### config.mk
export PLATFORM = sky130hd
export DESIGN_NAME = mul_seq_hs
export DESIGN_NICKNAME = d
export VERILOG_FILES = /design/src/rtl/mul_seq_hs.sv
export SDC_FILE = /design/constraint.sdc
export NUM_CORES = 1
export LEC_CHECK = 0
export CORE_UTILIZATION = 45
export CTS_BUF_LIST = sky130_fd_sc_hd__clkbuf_16
export DETAILED_ROUTE_END_ITERATION = 10
export PLACE_DENSITY = 0.69
export SETUP_SLACK_MARGIN = 0.3
export SYNTH_ARGS = -nofsm -noshare
export SYNTH_HDL_FRONTEND = slang
export SYNTH_SLANG_ARGS = --single-unit
### constraint.sdc
create_clock -name clock -period 2.8 [get_ports clock]
set_input_delay 0.7 -clock clock [delete_from_list [all_inputs] [get_ports clock]]
set_output_delay 0.7 -clock clock [all_outputs]
set_load 0.02 [all_outputs]
### src/rtl/mul_seq_hs.sv
// mul_seq_hs -- sequential N-bit x N-bit shift-and-add multiplier with
// rfd/dav_ handshakes on both operand producers and on the result consumer.
//
// Ports:
//   clock            system clock, all state on rising edge
//   reset            synchronous, active-high
//   rfd1, rfd2       ready-for-data to producers 1/2 (same register)
//   dav1_, dav2_     data-available from producers, active low
//   x, y             N-bit operands, captured only when both dav_ are low
//   sgn              (MUL_SEQ_SIGNED_EN only) treat x/y as two's complement
//   m                2N-bit product, stable while dav_out_ is low
//   dav_out_         result-available to consumer, active low
//   rfd_in           consumer ready-for-data, active high
//   busy             high while iterating
//
// Optional feature macro: MUL_SEQ_SIGNED_EN (adds the sgn input; magnitudes
// are multiplied and the product negated when the operand signs differ).
module mul_seq_hs #(
   parameter int N = 8
) (
   input  logic           clock,
   input  logic           reset,
   output logic           rfd1,
   input  logic           dav1_,
   input  logic [N-1:0]   x,
   output logic           rfd2,
   input  logic           dav2_,
   input  logic [N-1:0]   y,
`ifdef MUL_SEQ_SIGNED_EN
   input  logic           sgn,
`endif
   output logic [2*N-1:0] m,
   output logic           dav_out_,
   input  logic           rfd_in,
   output logic           busy
);

   localparam int CW = $clog2(N + 1);

   typedef enum logic [2:0] {
      S_IN      = 3'd0,
      S_CALC    = 3'd1,
      S_IN_END  = 3'd2,
      S_OUT     = 3'd3,
      S_OUT_END = 3'd4
   } state_t;

   state_t         star;
   logic           rfd;
   logic [N-1:0]   x_r;
   logic [N-1:0]   acc;
   logic [N-1:0]   y_r;
   logic [CW-1:0]  count;
   logic           neg;

   logic [N:0]     sum;
   logic [N-1:0]   x_mag;
   logic [N-1:0]   y_mag;
   logic           neg_in;
   logic [2*N-1:0] prod;
   logic [2*N-1:0] prod_fix;

   // Both producers see the same ready flag.
   assign rfd1 = rfd;
   assign rfd2 = rfd;

   // Upper half plus X when the multiplier LSB is set; carry kept in bit N.
   always_comb begin
      sum = {1'b0, acc};
      if (y_r[0])
         sum = {1'b0, acc} + {1'b0, x_r};
   end

   // Operand conditioning on the capture edge. In signed mode the magnitude
   // of -2^(N-1) is 2^(N-1), which still fits the N-bit unsigned datapath.
   always_comb begin
      x_mag  = x;
      y_mag  = y;
      neg_in = 1'b0;
`ifdef MUL_SEQ_SIGNED_EN
      if (sgn) begin
         if (x[N-1]) x_mag = ~x + 1'b1;
         if (y[N-1]) y_mag = ~y + 1'b1;
         neg_in = x[N-1] ^ y[N-1];
      end
`endif
   end

   assign prod = {acc, y_r};

   always_comb begin
      prod_fix = prod;
      if (neg)
         prod_fix = ~prod + 1'b1;
   end

   always_ff @(posedge clock) begin
      if (reset) begin
         star     <= S_IN;
         rfd      <= 1'b1;
         dav_out_ <= 1'b1;
         busy     <= 1'b0;
         m        <= '0;
         x_r      <= '0;
         acc      <= '0;
         y_r      <= '0;
         count    <= '0;
         neg      <= 1'b0;
      end else begin
         case (star)
            S_IN: begin
               // Capture only when both producers present data together.
               if (!dav1_ && !dav2_) begin
                  x_r   <= x_mag;
                  y_r   <= y_mag;
                  neg   <= neg_in;
                  acc   <= '0;
                  count <= CW'(N);
                  rfd   <= 1'b0;
                  busy  <= 1'b1;
                  star  <= S_CALC;
               end
            end
            S_CALC: begin
               // Shift {carry, sum, Y} right by one: carry lands in bit 2N-1,
               // sum LSB moves into the top of Y.
               acc   <= sum[N:1];
               y_r   <= {sum[0], y_r[N-1:1]};
               count <= count - CW'(1);
               if (count == CW'(1)) begin
                  busy <= 1'b0;
                  star <= S_IN_END;
               end
            end
            S_IN_END: begin
               if (dav1_ && dav2_) begin
                  m        <= prod_fix;
                  dav_out_ <= 1'b0;
                  star     <= S_OUT;
               end
            end
            S_OUT: begin
               if (!rfd_in) begin
                  dav_out_ <= 1'b1;
                  star     <= S_OUT_END;
               end
            end
            S_OUT_END: begin
               if (rfd_in) begin
                  rfd  <= 1'b1;
                  star <= S_IN;
               end
            end
            default: begin
               // Recover from an illegal encoding to the idle state.
               rfd      <= 1'b1;
               dav_out_ <= 1'b1;
               busy     <= 1'b0;
               star     <= S_IN;
            end
         endcase
      end
   end

endmodule
Word-level counts from Yosys, hierarchy flattened. Cells that the tools add are included.

Add/sub/neg operators: 2. Equal/unequal tests: 10. Mux-type cells: 22. Bitwise gates (word level): 3. Reduce and logical (&&, ||, !) cells: 16.

Operators by type and width (number): 8-bit case mux with 2 select lines (2); 8-bit 2-to-1 mux (2); 3-bit 2-to-1 mux (5); 3-bit case mux with 5 select lines (1); 2-bit != test, second input constant (5); 8-bit by 8-bit adder with 9-bit output (1); 9-bit 2-to-1 mux (1); 1-bit case mux with 3 select lines (3); 3-bit AND reduction (3); 3-bit OR reduction (3); 4-bit case mux with 2 select lines (1); 3-bit by 2-bit equality test with 1-bit output, second input constant (2); 1-bit 2-to-1 mux (6); 2-bit AND reduction (3); 5-bit AND reduction (1); 4-bit by 1-bit equality test with 1-bit output, second input constant (1); 4-bit 2-to-1 mux (1); 4-bit by 1-bit subtractor with 4-bit output, second input constant (1); 3-bit by 1-bit equality test with 1-bit output, second input constant (1); 3-bit equality test, second input constant (1); 3-bit logical NOT (1); 1-bit inverter (3); 1-bit logical AND (2); 1-bit logical NOT (2); 2-bit nonzero test (1).

Bits in registers: 50. Output and inout bits: 20. Logic and storage cells: 62.

Logic depth before layout (Yosys ltp).
Depth in word-level cells: 4. Gate-level depth with buffers: 8. Depth with buffers taken out: 8.

Worst setup path after synthesis. No wires, ideal clock.

Path kind: flip-flop to flip-flop. Start point: reg acc[0]. End point: reg acc[5]. Library setup time: 127 ps. Data arrival time: 1763 ps. Required time: 2673 ps. Slack: 910 ps. Stages on the path, launching flop included: 9. Buffers on the path: 0. Clock period less this slack: 1890 ps. Path through: dfxtp_1 ha_1 inv_1 fa_1 nor2b_1 o31a_1 o22ai_1 nor4bb_1 or3_1.

Longest elaborated chain between the ends: 3.

RTL lines: start: declaration (line 51) `logic [N-1:0] acc;`; start signal: assignment (line 127) `acc <= sum[N:1];`; 8-bit by 8-bit adder with 9-bit output (line 71) `sum = {1'b0, acc} + {1'b0, x_r};`; 9-bit 2-to-1 mux (line 70) `if (y_r[0])`; 8-bit case mux with 2 select lines (line 110) `case (star)`.

Every way passes these cells. A chain may end at the register's enable or synchronous reset.

Worst setup path after layout. Ends and elaborated chain as after synthesis.

==> impl_metrics.py <==
metrics = {
    "run_status": {
        "status": "finished, final reports clean",
    },
    "clock_tree": {
        "tritoncts.num_buffers": 5,
        "cts_resized": 0,
        "worstSkewPairLatency_ns": 0.29,
        "cts.clk_slew.worst_paths_ns": 0.06,
        "post-cts-setup-buffers": 0,
        "tritoncts_clock_tree": "done",
        "cts.sink_count": 50,
        "cts_root_buf": "sky130_fd_sc_hd__clkbuf_16",
        "cts_hold_buffers": 0,
        "cts_max_level": 2,
        "ctsLongestPathBuffers": 2,
    },
    "placed_design": {
        "globalplace.congestion": 0.849,
        "port_buffer_count": 40,
        "dp_hpwl_mm": 3.66,
        "dpl.cell_count": 401,
        "placed_cell_area_sq_mm": 0.00287,
    },
    "logic_synthesis": {
        "post_synth_fa_ha_maj_area_fraction": 0.0591,
        "biggest_area_consumer_among_synthesized_cells": "sky130_fd_sc_hd__dfxtp_1",
        "synthesis.nets": 338,
        "predominant_post_synthesis_flop_cell": "sky130_fd_sc_hd__dfxtp_1",
        "post_synth_xor_area_fraction": 0.0107,
        "yosys-mux-area-fraction": 0.00815,
        "synth.avg_cell_area_sq_um": 8.03,
        "synth_simple_gate_area_frac": 0.255,
        "synth.area.top_cells": "sky130_fd_sc_hd__dfxtp_1, sky130_fd_sc_hd__nand2_1, sky130_fd_sc_hd__a21oi_1",
        "synth.top_cell.area_share": 0.407,
        "syn_inst": 306,
        "netlist_top_cells_count": "sky130_fd_sc_hd__nand2_1, sky130_fd_sc_hd__dfxtp_1, sky130_fd_sc_hd__nor2_1",
        "asyncSetResetFlopFracSynth": 0,
        "synth_edf_count": 0,
        "post-synth-top-count-cell": "sky130_fd_sc_hd__nand2_1",
        "netlist_area_sq_mm": 0.00246,
        "ys_types": 48,
        "synth_seq_area_share": 0.407,
        "synth_compound_area_frac": 0.197,
        "yosysWarnings": 0,
        "synth_seq_cells": 50,
        "combinational_family_with_the_most_area_after_synthesis": "simple AND/OR/NAND/NOR gates",
    },
    "global_route": {
        "wire_length_of_the_first_global_routing_pass_mm": 8.80,
        "grt_remaining_overflow": 0,
        "aggregate_global_route_resource_usage": 0.202,
        "grt_pass1_vias": 1845,
        "grt_max_degree": 42,
        "grt_antenna_before_repair": 0,
    },
    "timing": {
        "fin_worst_hold_slack_ns": 0.454,
        "final-max-slew-violation-count": 0,
        "rsz0062_at_grt": "false",
        "timing.clock.skew_ns": 0.00178,
        "worstMarginPinSlew_ns": 0.641,
        "setup_violations": 0,
        "hold_violations": 0,
        "period_minus_slack_ns": 2.13,
        "finalSetupTns_ns": 0,
        "fmaxAchievable_mhz": 470,
        "final_min_period_over_clock_period": 0.759,
        "slew_headroom": 0.572,
    },
    "cells_and_area": {
        "num_antenna_cells": 0,
        "postLayoutCellArea_sq_mm": 0.00301,
        "flow.area_growth_from_synthesis_pct": 22.6,
        "layout.cells.non_filler": 409,
        "share_of_final_layout_standard_cells_stronger_than_drive_strength_1": 0.0619,
        "num-fill-cells": 468,
        "design.final.nets": 370,
    },
    "setup_path": {
        "ff2ff_setup_slack_ns": 0.67,
        "worst-endpoint-arrival_ns": 2.30,
        "required_time_of_the_critical_path_ns": 2.97,
        "r2r-start": "acc[0]",
        "critPathKind": "reg2reg",
        "timing.critical_path.from_type": "flop",
        "worst-path-max-fanout": 4,
        "critical_path.reg2reg.endpoint": "acc[5]",
        "critPathCaptureType": "flop",
        "ff2ff_path_depth": 8,
    },
    "floorplanning": {
        "initial_core_utilization": 0.475,
        "die-height_um": 75.9,
        "core_footprint_sq_mm": 0.00517,
        "die_x_um": 75.9,
        "design.portCount": 41,
        "floorplan.rows": 26,
        "area_enclosed_by_the_die_boundary_sq_mm": 0.00576,
    },
    "route": {
        "detail_route.wl_per_cell_um": 13.1,
        "drcViolationCount": 0,
        "first_pass_drt_iterations": 5,
        "drt_first_iter_violations": 109,
        "route.antenna.remaining_nets": 0,
        "vias_per_cell": 5.29,
        "routed_wirelength_mm": 5.36,
        "vias": 2164,
    },
    "pwr": {
        "power_density_relative_to_cell_area_mw_per_mm2": 744,
        "worst_vdd_ir_mv": 0.331,
        "power.static_leakage_nw": 1.09,
    },
    "worst_hold_path": {
        "worst_hold_startpoint": "m[3]",
        "timing.hold.worst.class": "reg2reg",
        "hold_depth": 2,
        "min_to": "m[3]",
    },
    "job": {
        "max-cap-violations": 0,
    },
}
[stage by stage]
stage               setup WS [ns]   util  power (W)
global route                0.577  0.582    0.00239
CTS                         0.683  0.582    0.00225
finish                      0.674  0.582    0.00224
global placement            0.480  0.555    0.00165
floorplan                   0.910      -    0.00152
detailed placement          0.466  0.555    0.00167
[layout by cell type (no fill, tap or decap), types with 2 or more instances in the layout]
| cell type | instances |
|---|---|
| sky130_fd_sc_hd__nand3b_1 | 2 |
| sky130_fd_sc_hd__and3_1 | 2 |
| sky130_fd_sc_hd__or3_1 | 3 |
| sky130_fd_sc_hd__a311oi_1 | 9 |
| sky130_fd_sc_hd__nor3_2 | 3 |
| sky130_fd_sc_hd__a211oi_1 | 6 |
| sky130_fd_sc_hd__ha_1 | 10 |
| sky130_fd_sc_hd__nand2_1 | 71 |
| sky130_fd_sc_hd__a22oi_1 | 2 |
| sky130_fd_sc_hd__and2_1 | 3 |
| sky130_fd_sc_hd__o21ai_0 | 5 |
| sky130_fd_sc_hd__nand3_1 | 2 |
| sky130_fd_sc_hd__nand2b_1 | 2 |
| sky130_fd_sc_hd__buf_4 | 4 |
| sky130_fd_sc_hd__inv_1 | 8 |
| sky130_fd_sc_hd__nor2_1 | 31 |
| sky130_fd_sc_hd__clkdlybuf4s50_1 | 40 |
| sky130_fd_sc_hd__a31oi_1 | 4 |
| sky130_fd_sc_hd__clkbuf_16 | 5 |
| sky130_fd_sc_hd__a21oi_1 | 30 |
| sky130_fd_sc_hd__a221oi_1 | 2 |
| sky130_fd_sc_hd__dfxtp_1 | 50 |
| sky130_fd_sc_hd__nor3_1 | 6 |
| sky130_fd_sc_hd__nor2b_1 | 3 |
| sky130_fd_sc_hd__a21o_1 | 3 |
| sky130_fd_sc_hd__xor2_1 | 2 |
| sky130_fd_sc_hd__o22ai_1 | 2 |
| sky130_fd_sc_hd__mux2i_1 | 2 |
| sky130_fd_sc_hd__nor4_1 | 2 |
| sky130_fd_sc_hd__o21bai_1 | 3 |
| sky130_fd_sc_hd__nor2_2 | 2 |
[worst max-delay path by stage]
stage                      start       end  slack, ns
final                     acc[0]    acc[5]       0.67
after global placement     dav1_  count[1]       0.48
after detailed placement   dav1_  count[1]       0.47
after global routing      acc[0]    acc[5]       0.58
after CTS                 acc[0]    acc[5]       0.68
after floorplan           acc[0]    acc[5]       0.91
[sequential cells by signal (all words and copies together), names as in the netlist, 3 cells and up]
register,count
m,16
acc,8
x_r,8
y_r,8
count,4
star,3
[layer usage]
metal / GRT usage / vias up / part of all wire
li1: - / 1122 / -
met1: 0.269 / 999 / 0.48
met2: 0.333 / 39 / 0.48
met4: 0.0597 / 0 / 0.0062
met5: 0 / - / 0
met3: 0.0357 / 4 / 0.037
[report_power, final]
group	total (W)	internal, W	switching (W)
registers	0.000964	0.000827	0.000137
logic	0.000693	0.000300	0.000393
clock network	0.000582	0.000326	0.000256
[worst max-delay path, stage by stage (launching register included)]
cell	delay (ns)
sky130_fd_sc_hd__dfxtp_1	0.40
sky130_fd_sc_hd__ha_1	0.22
sky130_fd_sc_hd__inv_1	0.06
sky130_fd_sc_hd__fa_1	0.40
sky130_fd_sc_hd__nor2b_1	0.17
sky130_fd_sc_hd__o31a_1	0.20
sky130_fd_sc_hd__o22ai_1	0.11
sky130_fd_sc_hd__nor4bb_1	0.14
sky130_fd_sc_hd__or3_1	0.31
[cell type report]
cell class | count | area, sq um | share of cell area
clock buffer | 5 | 125 | 0.0415
multi-input combinational | 228 | 1300 | 0.432
timing repair buffer | 45 | 450 | 0.150
sequential | 50 | 1000 | 0.332
tap | 70 | 87.6 | 0.0291
inverter | 8 | 30.0 | 0.00997
clock inverter | 3 | 16.3 | 0.00540
[logic make-up (layout without fill, tap and decap cells)]
family	after synthesis	in the layout
AOI/OAI and AO/OA	74	74
xor gates and xnor gates	3	3
and+or+nand+nor	138	138
adders and majority gates	11	11
DFF	50	50
buffers and inverters	28	61
muxes	2	2
Note: power is estimated with default switching activity, not from simulation.
